==> config.mk <==
export PLATFORM = sky130hd
export DESIGN_NAME = arb_rr_onehot
export DESIGN_NICKNAME = d
export VERILOG_FILES = /design/src/rtl/arb_rr_onehot.sv
export SDC_FILE = /design/constraint.sdc
export NUM_CORES = 1
export LEC_CHECK = 0
export CAP_MARGIN = 20
export CELL_PAD_IN_SITES_DETAIL_PLACEMENT = 0
export CELL_PAD_IN_SITES_GLOBAL_PLACEMENT = 1
export CORE_MARGIN = 4
export CORE_UTILIZATION = 45
export CTS_BUF_LIST = sky130_fd_sc_hd__clkbuf_16
export DETAILED_ROUTE_END_ITERATION = 8
export DONT_BUFFER_PORTS = 1
export MAX_ROUTING_LAYER = met4
export PLACE_DENSITY_LB_ADDON = 0.1
export SLEW_MARGIN = 15
export SYNTH_ARGS = -nofsm -noshare
export SYNTH_HDL_FRONTEND = slang
export SYNTH_SLANG_ARGS = --single-unit
==> constraint.sdc <==
create_clock -name clk -period 2 [get_ports clk]
set_clock_uncertainty 0.1 [all_clocks]
set_input_delay 0.4 -clock clk [delete_from_list [all_inputs] [get_ports clk]]
set_output_delay 0.4 -clock clk [all_outputs]
set_load 0.01 [all_outputs]
==> src/rtl/arb_rr_onehot.sv <==
// -----------------------------------------------------------------------------
// arb_rr_onehot
//   Round-robin arbiter that produces the select for the shared-bus muxes.
//   A grant is held for a whole transaction and is released or handed over
//   only on a clock edge where the consumer pulses done. Every output comes
//   straight from a flop, so the bus drivers never see a multi-hot select.
//
// Ports
//   clk      in   1          system clock, rising edge
//   clr      in   1          asynchronous active-low reset
//   req      in   NUM_REQ    level-sensitive request per requester
//   done     in   1          one-cycle pulse ending the current transaction
//   gnt      out  NUM_REQ    registered one-hot grant, all-zero when idle
//   gnt_idx  out  IDX_WIDTH  binary index of the granted requester, 0 when idle
//   busy     out  1          high while a grant is held
// -----------------------------------------------------------------------------
module arb_rr_onehot #(
    parameter int NUM_REQ   = 4,
    parameter int IDX_WIDTH = 2
) (
    input  logic                 clk,
    input  logic                 clr,
    input  logic [NUM_REQ-1:0]   req,
    input  logic                 done,
    output logic [NUM_REQ-1:0]   gnt,
    output logic [IDX_WIDTH-1:0] gnt_idx,
    output logic                 busy
);

    typedef enum logic {
        S_IDLE  = 1'b0,
        S_GRANT = 1'b1
    } state_t;

    state_t                 state_q, state_d;
    logic [IDX_WIDTH-1:0]   ptr_q,   ptr_d;
    logic [NUM_REQ-1:0]     gnt_q,   gnt_d;
    logic [IDX_WIDTH-1:0]   idx_q,   idx_d;
    logic                   busy_q,  busy_d;

    logic [IDX_WIDTH-1:0]   ptr_after_owner;
    logic [IDX_WIDTH-1:0]   scan_ptr;
    logic                   win_found;
    logic [IDX_WIDTH-1:0]   win_idx;

    // Pointer that places the current owner at lowest priority. Explicit wrap
    // so a NUM_REQ that is not a power of two never yields an out-of-range ptr.
    always_comb begin
        if (idx_q == IDX_WIDTH'(NUM_REQ - 1)) begin
            ptr_after_owner = '0;
        end else begin
            ptr_after_owner = idx_q + 1'b1;
        end
    end

    // On a done edge the rerun must already use the updated pointer, so the
    // search is fed the post-done value rather than the registered one.
    always_comb begin
        scan_ptr = ptr_q;
        if (state_q == S_GRANT && done) begin
            scan_ptr = ptr_after_owner;
        end
    end

    // Circular priority search starting at scan_ptr; first hit wins.
    always_comb begin
        win_found = 1'b0;
        win_idx   = '0;
        for (int i = 0; i < NUM_REQ; i++) begin
            int                   c;
            logic [IDX_WIDTH-1:0] c_idx;
            c = int'(scan_ptr) + i;
            if (c >= NUM_REQ) begin
                c = c - NUM_REQ;
            end
            c_idx = IDX_WIDTH'(c);
            if (!win_found && req[c_idx]) begin
                win_found = 1'b1;
                win_idx   = c_idx;
            end
        end
    end

    // Next-state and registered-output logic.
    always_comb begin
        state_d = state_q;
        ptr_d   = ptr_q;
        gnt_d   = gnt_q;
        idx_d   = idx_q;
        busy_d  = busy_q;

        unique case (state_q)
            S_IDLE: begin
                if (win_found) begin
                    state_d = S_GRANT;
                    gnt_d   = NUM_REQ'(1) << win_idx;
                    idx_d   = win_idx;
                    busy_d  = 1'b1;
                end
            end
            S_GRANT: begin
                // Grant is frozen until done; req changes are ignored.
                if (done) begin
                    ptr_d = ptr_after_owner;
                    if (win_found) begin
                        gnt_d  = NUM_REQ'(1) << win_idx;
                        idx_d  = win_idx;
                        busy_d = 1'b1;
                    end else begin
                        state_d = S_IDLE;
                        gnt_d   = '0;
                        idx_d   = '0;
                        busy_d  = 1'b0;
                    end
                end
            end
            default: begin
                state_d = S_IDLE;
            end
        endcase
    end

    always_ff @(posedge clk or negedge clr) begin
        if (!clr) begin
            state_q <= S_IDLE;
            ptr_q   <= '0;
            gnt_q   <= '0;
            idx_q   <= '0;
            busy_q  <= 1'b0;
        end else begin
            state_q <= state_d;
            ptr_q   <= ptr_d;
            gnt_q   <= gnt_d;
            idx_q   <= idx_d;
            busy_q  <= busy_d;
        end
    end

    assign gnt     = gnt_q;
    assign gnt_idx = idx_q;
    assign busy    = busy_q;

endmodule
==> results.json <==
{
  "status": "complete, no violations",
  "clock_latency_ns": 0.24,
  "nFillCells": 132,
  "die_area_um2": 2220,
  "cpMaxStageDelayCell": "dfrtp_1",
  "wirelength_mm": 1.60,
  "rows": 13,
  "critical-path-top-delay-family": "compound AO/OA/AOI/OAI gates",
  "relSlewSlack": 0.690,
  "max_cap_viol_count": 0,
  "dpl.hpwl_mm": 1.23,
  "post_cts_buffers": 0,
  "initial_core_util": 0.505,
  "crit_fanout": 3,
  "fp.dieH_um": 47.1,
  "synth-seq-area-share": 0.363,
  "io_pins": 14,
  "powerDensity_nw_per_um2": 1250,
  "drc_errors": 0,
  "post_drt_wl_per_cell_um": 16.8,
  "synth_warnings": 0,
  "synth.area.top_cells": "dfrtp_1, nand2_1, o2111ai_1",
  "grt_pass1_wl_mm": 2.60,
  "htreeDepth": 1,
  "tritoncts": "done",
  "syn_area_um2": 689,
  "synthCells": 73,
  "root_buffer": "clkbuf_16",
  "p_leak_nw": 0.338,
  "drt-vias-per-instance": 6.27,
  "clk_path_buf_depth": 2,
  "cts.sinks": 10,
  "hold_path.class": "input port to flip-flop",
  "drt_iter0_markers": 20,
  "fin_crit_sh": 0.926,
  "crit_path_max_incr_delay_ns": 0.37,
  "worst_pin_slew_ns": 0.464,
  "syn_avg_cell_area_um2": 9.44,
  "grt_overflow": 0,
  "grt_pass1_vias": 558,
  "path_cells": "ha_1 > and3_4 > o21ai_1 > a31o_1 > a21oi_1 > a211o_1",
  "drt-pass1-iter-count": 4,
  "grt_antenna_before_repair": 0,
  "period_minus_slack_ns": 1.85,
  "synth_top_cell_by_area": "dfrtp_1",
  "clkSlewWorstSetupHoldPaths_ns": 0.04,
  "grt_max_degree": 15,
  "cp-start-kind": "flip-flop",
  "tns_ns": 0,
  "final_nets": 89,
  "timing.fmax_mhz": 540,
  "die_x_um": 47.1,
  "syn_to_final_growth_pct": 17.2,
  "ys_types": 33,
  "globalplace.congestion": 0.818,
  "core_region_area_um2": 1370,
  "critPathCaptureType": "flip-flop",
  "grt.total_usage": 0.181,
  "cp.arrival_ns": 1.87,
  "ir_drop_v": 0.000642,
  "drv_slew": 0,
  "setup_violations": 0,
  "antenna_cells": 0,
  "drive_above_1_share": 0.213,
  "vias": 596,
  "crit_required_ns": 2.02,
  "portBuffers": 0,
  "synth_seq_cells": 10,
  "cp_num_buf_inv": 0,
  "cts-buffers-inserted": 3,
  "path_class": "flip-flop to flip-flop",
  "syn-num-nets": 81,
  "ant_nets": 0,
  "final_util": 0.592,
  "rsz0062_at_grt": "false",
  "synth_top_area_share": 0.363,
  "timing_hold_violations_final": 0
}
final timing paths:
path                            slack, ns          to  cells past startpoint  startpoint
worst max-delay path                 0.15      gnt[2]                      6  gnt_idx[0]
worst min-delay path                 0.19      gnt[2]                      1        done
worst max register to register       0.15      gnt[2]                      6  gnt_idx[0]
worst min register to register       0.46      gnt[0]                      1      gnt[0]
max in group asynchronous            1.03      gnt[1]                      1         clr
min in group asynchronous            0.45  gnt_idx[0]                      1         clr
per-stage QoR:
step / hold slack (ns) / cell area, µm² / setup WS, ns / power, W / instances
floorplan: 0.00441 / 689 / 0.162 / 0.000577 / 73
global placement: 0.00468 / 719 / 0.180 / 0.000646 / 90
detailed placement: 0.00470 / 719 / 0.159 / 0.000649 / 90
CTS: 0.184 / 808 / 0.151 / 0.00102 / 95
global route: 0.184 / 808 / 0.0466 / 0.00107 / 95
finish: 0.189 / 808 / 0.149 / 0.00101 / 95
logic make-up after synthesis:
logic type,count (synthesis),synth area share
AO/OA/AOI/OAI,31,0.359
AND/OR/NAND/NOR,26,0.216
buffers and inverters,5,0.0436
flip-flops,10,0.363
adder cells (fa/ha/maj),1,0.0181
where the power goes:
part / total, W / switching, W / internal (W)
Clock: 0.000358 / 0.0000960 / 0.000262
Combinational: 0.000342 / 0.000184 / 0.000158
Sequential: 0.000309 / 0.0000509 / 0.000258
Total: 0.00101 / 0.000331 / 0.000678
synthesized netlist by cell type:
master      n
nand2_1    11
dfrtp_1    10
a21oi_1     5
nor2_1      4
o21ai_0     4
inv_1       3
nand3_1     3
o2111ai_1   3
o21ai_1     3
a21boi_1    2
nor4_2      2
o211ai_1    2
a211o_1     1
a211oi_2    1
a21bo_2     1
a22oi_1     1
a22oi_4     1
a31o_1      1
a31oi_1     1
a32o_1      1
and3_1      1
and3_4      1
and4bb_4    1
buf_4       1
buf_6       1
ha_1        1
nand2b_1    1
nand4_1     1
o21ai_4     1
o221a_2     1
o22ai_1     1
o31ai_2     1
or2_1       1
sequential cells by signal, summed over array words and instances (netlist names):
register,flops
state_q,1
ptr_q,2
gnt_idx,2
busy,1
gnt,4
cells in the final DEF, fill, tap and decap left out, types with 3 or more instances in the layout:
master	instances
buf_4	4
a21oi_1	5
clkbuf_16	3
dfrtp_1	10
o2111ai_1	3
o21ai_1	3
inv_1	3
nor2_1	4
o21ai_0	4
nand2_1	11
nand3_1	3
layer usage:
| layer | up-vias | part of all wire | wire [µm] | global-route usage |
|---|---|---|---|---|
| met5 | - | 0 | 0 | - |
| met4 | 0 | 0.026 | 42 | 0.116 |
| met3 | 5 | 0.064 | 103 | 0.0421 |
| met2 | 19 | 0.45 | 716 | 0.236 |
| met1 | 272 | 0.46 | 735 | 0.245 |
| li1 | 300 | - | - | - |
cell type report:
cell class / count / area, µm² / area share
Multi-Input combinational cell: 58 / 409 / 0.506
Sequential cell: 10 / 250 / 0.310
Clock buffer: 3 / 75.1 / 0.0929
Timing Repair Buffer: 5 / 40.0 / 0.0495
Tap cell: 15 / 18.8 / 0.0232
Inverter: 3 / 11.3 / 0.0139
Clock inverter: 1 / 3.75 / 0.00464
worst reg2reg max path, cell delays in order (launching register included):
cell and delay, ns:
dfrtp_1 0.37, ha_1 0.33, and3_4 0.21, o21ai_1 0.16, a31o_1 0.22, a21oi_1 0.05
a211o_1 0.29
repair_timing:
action / 4_1_cts / 5_1_grt
hold buffers: 1 / 0
hold endpoints to repair: 10 / 0
resized for setup: 0 / 0
Power figures use the tool's default switching activity.
